===== config.mk =====
export PLATFORM = sky130hd
export DESIGN_NAME = trap_controller
export DESIGN_NICKNAME = d
export VERILOG_FILES = /design/src/rtl/trap_controller.sv
export SDC_FILE = /design/constraint.sdc
export NUM_CORES = 1
export LEC_CHECK = 0
export CAP_MARGIN = 30
export CORE_UTILIZATION = 38
export DETAILED_ROUTE_END_ITERATION = 6
export HOLD_SLACK_MARGIN = 0.12
export PLACE_DENSITY = 0.91
export SKIP_LAST_GASP = 1
export SLEW_MARGIN = 40
export SYNTH_ARGS = -nofsm -noshare
export SYNTH_HDL_FRONTEND = slang
export SYNTH_SLANG_ARGS = --single-unit

===== constraint.sdc =====
create_clock -name clk -period 2.7 [get_ports clk]
set_clock_uncertainty 0.2 [all_clocks]
set_input_delay 0.27 -clock clk [delete_from_list [all_inputs] [get_ports clk]]
set_output_delay 0.27 -clock clk [all_outputs]
set_load 0.005 [all_outputs]

===== src/rtl/trap_controller.sv =====
// Registered multi-source trap unit: captures SEPC/SCAUSE, flushes the pipeline,
// redirects fetch to TVEC, returns to SEPC on sret, flags nested traps.
module trap_controller #(
    parameter int PC_W         = 15,
    parameter int XLEN         = 64,
    parameter int NUM_SRC      = 4,
    parameter int INFO_W       = 15,
    parameter int IDX_W        = 3,
    parameter int FLUSH_CYCLES = 2,
    parameter logic [PC_W-1:0] TVEC = 15'h1F00
) (
    input  logic                      clk,
    input  logic                      rst_n,
    input  logic [PC_W-1:0]           pc,
    input  logic [NUM_SRC-1:0]        src_req,
    input  logic [NUM_SRC*INFO_W-1:0] src_info,
    input  logic                      sret,
    input  logic                      redirect_ready,
    output logic [PC_W-1:0]           sepc,
    output logic [XLEN-1:0]           scause,
    output logic                      trap_taken,
    output logic                      flush,
    output logic                      redirect_valid,
    output logic [PC_W-1:0]           redirect_pc,
    output logic                      busy,
    output logic                      double_fault,
    output logic [15:0]               trap_count
);

    typedef enum logic [2:0] {
        IDLE, FLUSH, REDIRECT, HANDLER, RETURN
    } state_e;

    state_e            state_q, state_d;
    logic [PC_W-1:0]   sepc_q, sepc_d;
    logic [XLEN-1:0]   scause_q, scause_d;
    logic [3:0]        cnt_q, cnt_d;
    logic              taken_q, taken_d;
    logic              dfault_q, dfault_d;
    logic [15:0]       count_q, count_d;

    logic              req_any;
    logic [IDX_W-1:0]  sel_idx;
    logic [INFO_W-1:0] sel_info;

    assign req_any = |src_req;

    // Scan high to low so the lowest set index is the one that survives.
    always_comb begin
        sel_idx  = '0;
        sel_info = '0;
        for (int i = NUM_SRC - 1; i >= 0; i--) begin
            if (src_req[i]) begin
                sel_idx  = IDX_W'(i);
                sel_info = src_info[i*INFO_W +: INFO_W];
            end
        end
    end

    always_comb begin
        state_d  = state_q;
        sepc_d   = sepc_q;
        scause_d = scause_q;
        cnt_d    = cnt_q;
        taken_d  = 1'b0;
        dfault_d = dfault_q;
        count_d  = count_q;
        unique case (state_q)
            IDLE: begin
                if (req_any) begin
                    sepc_d   = pc;
                    scause_d = '0;
                    scause_d[XLEN-1 -: IDX_W] = sel_idx;
                    scause_d[INFO_W-1:0]      = sel_info;
                    taken_d  = 1'b1;
                    if (count_q != 16'hFFFF) count_d = count_q + 16'd1;
                    cnt_d    = 4'(FLUSH_CYCLES);
                    state_d  = FLUSH;
                end
            end
            FLUSH: begin
                if (cnt_q <= 4'd1) state_d = REDIRECT;
                else cnt_d = cnt_q - 4'd1;
            end
            REDIRECT: begin
                if (redirect_ready) state_d = HANDLER;
            end
            HANDLER: begin
                // A trap arriving with sret wins; the return is dropped.
                if (req_any) dfault_d = 1'b1;
                else if (sret) state_d = RETURN;
            end
            RETURN: begin
                if (redirect_ready) state_d = IDLE;
            end
            default: state_d = IDLE;
        endcase
    end

    always_ff @(posedge clk or negedge rst_n) begin
        if (!rst_n) begin
            state_q  <= IDLE;
            sepc_q   <= '0;
            scause_q <= '0;
            cnt_q    <= '0;
            taken_q  <= 1'b0;
            dfault_q <= 1'b0;
            count_q  <= '0;
        end else begin
            state_q  <= state_d;
            sepc_q   <= sepc_d;
            scause_q <= scause_d;
            cnt_q    <= cnt_d;
            taken_q  <= taken_d;
            dfault_q <= dfault_d;
            count_q  <= count_d;
        end
    end

    always_comb begin
        redirect_pc = '0;
        if (state_q == REDIRECT) redirect_pc = TVEC;
        else if (state_q == RETURN) redirect_pc = sepc_q;
    end

    assign sepc           = sepc_q;
    assign scause         = scause_q;
    assign trap_taken     = taken_q;
    assign flush          = (state_q == FLUSH);
    assign redirect_valid = (state_q == REDIRECT) || (state_q == RETURN);
    assign busy           = (state_q != IDLE);
    assign double_fault   = dfault_q;
    assign trap_count     = count_q;

endmodule


==> results.sh <==
export IMPL_final_common_cell="clkdlybuf4s50_1"
export IMPL_cap_violations=0
export IMPL_rr_endpoint="state_q[0]$_DFFE_PN0P_"
export IMPL_coreArea_mm2=0.00834
export IMPL_vias_per_cell=5.05
export IMPL_slew_headroom_pct=53.8
export IMPL_ys_seq_area_share_pct=43.1
export IMPL_leakagePower_nw=2.17
export IMPL_postSynthAreaPerCell_um2=9.24
export IMPL_rows=33
export IMPL_fin_tns_setup_ns=0
export IMPL_finalNetCount=595
export IMPL_final_cell_mix="clkdlybuf4s50_1, nand2_1, dfrtp_1, conb_1"
export IMPL_fmax_mhz=390
export IMPL_cts_tree="done"
export IMPL_clock_root_buffer="clkbuf_8"
export IMPL_min_path_type="in2async"
export IMPL_firstDrtPassIters=5
export IMPL_finalWorstSetupSlack_ns=0.137
export IMPL_fin_util_pct=59.9
export IMPL_synth_edff_count=0
export IMPL_drc=0
export IMPL_setup_viol=0
export IMPL_placedCellCount=602
export IMPL_period_share_pct=94.9
export IMPL_ant_nets=0
export IMPL_grt_pass1_wl_mm=13.3
export IMPL_wl_met1_mm=3.67
export IMPL_clk_pin_slew_ns=0.07
export IMPL_r2r_cells=4
export IMPL_power_density_mw_per_mm2=941
export IMPL_start_util_pct=39.7
export IMPL_instances_no_fill=619
export IMPL_crit_arrival_ns=2.09
export IMPL_syn_area_mm2=0.00331
export IMPL_dp_hpwl_mm=6.93
export IMPL_fin_crit_ns=2.56
export IMPL_whs_ns=0.221
export IMPL_yosysWarnings=0
export IMPL_first_iter_violations=127
export IMPL_grt_max_degree=41
export IMPL_hold_violations=0
export IMPL_wl_per_cell_um=14.5
export IMPL_synth_flop_cell="dfrtp_1"
export IMPL_floorplan_die_area_mm2=0.00909
export IMPL_gr_total_overflow=0
export IMPL_startpoint="state_q[0]$_DFFE_PN0P_"
export IMPL_clkLatencyLatePin_ns=0.33
export IMPL_critPathMaxFanout=14
export IMPL_crit_type="reg2out"
export IMPL_dp_slack_ns=0.203
export IMPL_endpoint="flush"
export IMPL_worstPathRequired_ns=2.23
export IMPL_top_layer="met4"
export IMPL_synth_ff_latch_count=57
export IMPL_wirelength_mm=9.01
export IMPL_place_gp_congestion=0.829
export IMPL_peakVddDrop_uv=537
export IMPL_outcome="completed"
export IMPL_cts_buffer_depth=2
export IMPL_worstSetupEndpointType="primary output"
export IMPL_wl_met3_um=619
export IMPL_cts_made_buffers=9
export IMPL_synth_async_reset_ratio_pct=100
export IMPL_ys_types=49
export IMPL_die_w_um=95.3
export IMPL_layout_drive_gt1_share_pct=7.20
export IMPL_reg2reg_from="state_q[0]$_DFFE_PN0P_"
export IMPL_via_count=3127
export IMPL_dr_wl_met2_mm=4.65
export IMPL_synthToLayoutAreaGrowth_pct=51.0
export IMPL_grt_pass1_vias=2833
export IMPL_tightest_slew_ns=0.690
export IMPL_htree_levels=3
export IMPL_antenna_cells=0
export IMPL_clock_sinks=57
export IMPL_die_h_um=95.3
export IMPL_maxSlewViolCount=0
export IMPL_rsz0062_at_grt="false"
export IMPL_portBuffers=150
export IMPL_io_pins=198
export IMPL_cts_setup_buffers=0
export IMPL_synthCells=358
export IMPL_start_kind="flop"
export IMPL_antenna_found_initial=0
export IMPL_grt_use_total_pct=19.1
export IMPL_ff2ff_setup_slack_ns=0.40
## stage by stage
| stage | cell area, µm² | total power [W] |
|---|---|---|
| 2_1_floorplan | 3480 | 0.00259 |
| 3_3_place_gp | 4720 | 0.00359 |
| 3_5_place_dp | 4730 | 0.00369 |
| 4_1_cts | 5000 | 0.00475 |
| 5_1_grt | 5000 | 0.00503 |
| 6_report | 5000 | 0.00470 |
## final cells by class
cell class | instances | area (µm²)
timing repair buffer | 159 | 1570
sequential | 57 | 1430
clock inverter | 4 | 97.6
inverter | 7 | 28.8
tap | 105 | 131
multi-input combinational | 275 | 1580
fill | 724 | 3340
clock buffer | 12 | 165
## cells by family after synthesis
group,count (synthesis),synth area share (%)
adders and majority gates,3,1.13
AOI/OAI and AO/OA,78,16.5
and+or+nand+nor,130,20.0
other,1,0.113
xor gates and xnor gates,14,3.71
muxes,3,1.02
buffers and inverters,72,14.4
DFF,57,43.1
## what timing repair did
| item | 4_1_cts | 5_1_grt |
|---|---|---|
| endpoints found under the hold margin | 17 | 0 |
| endpoints found under the setup margin | 0 | 0 |
| resized for setup | 0 | 0 |
| hold buffers | 1 | 0 |
## where the power goes
group          switching, W  internal, W  total (W)
logic              0.000965      0.00117    0.00213
clock network      0.000348     0.000689    0.00104
registers          0.000332      0.00120    0.00153
total               0.00165      0.00306    0.00470
## flip-flops by register name, summed over array words and instances, names as in the netlist
| signal | flops |
|---|---|
| cnt_q | 4 |
| double_fault | 1 |
| trap_taken | 1 |
| state_q | 3 |
| scause | 17 |
| trap_count | 16 |
| sepc | 15 |
## routing by layer
layer  track usage [%]  up-vias
met4              6.57        0
li1                  -     1481
met3              5.18       10
met1              23.2     1489
met5                 0        -
met2              32.6      147
## cells in the mapped netlist, types with 5 or more instances
cell	instances	area (µm²)
nand3_1	6	30.0
o31ai_1	16	120
xor2_1	7	61.3
dfrtp_1	57	1430
and2_1	11	68.8
a221oi_1	15	131
nand2_1	72	270
nor2_1	7	26.3
o22ai_1	16	100
o21ai_0	5	25.0
clkbuf_1	9	33.8
a21oi_1	13	65.1
xnor2_1	7	61.3
inv_1	5	18.8
buf_4	51	383
## how the worst min path moves through the flow
stage	startpoint	depth (start not counted)	endpoint	slack (ns)
detailed placement	rst_n	1	scause[7]$_DFFE_PN0P_	0.03
finish	rst_n	2	scause[7]$_DFFE_PN0P_	0.22
global placement	rst_n	1	scause[9]$_DFFE_PN0P_	0.03
CTS	rst_n	2	scause[8]$_DFFE_PN0P_	0.23
floorplan	rst_n	0	cnt_q[0]$_DFFE_PN0P_	-0.23
global route	rst_n	2	scause[8]$_DFFE_PN0P_	0.25
## critical path: stages (launching register included)
cell             delay [ns]
dfrtp_1                0.64
nor3b_1                0.51
clkdlybuf4s50_1        0.61
Note: power is estimated with default switching activity, not from simulation.
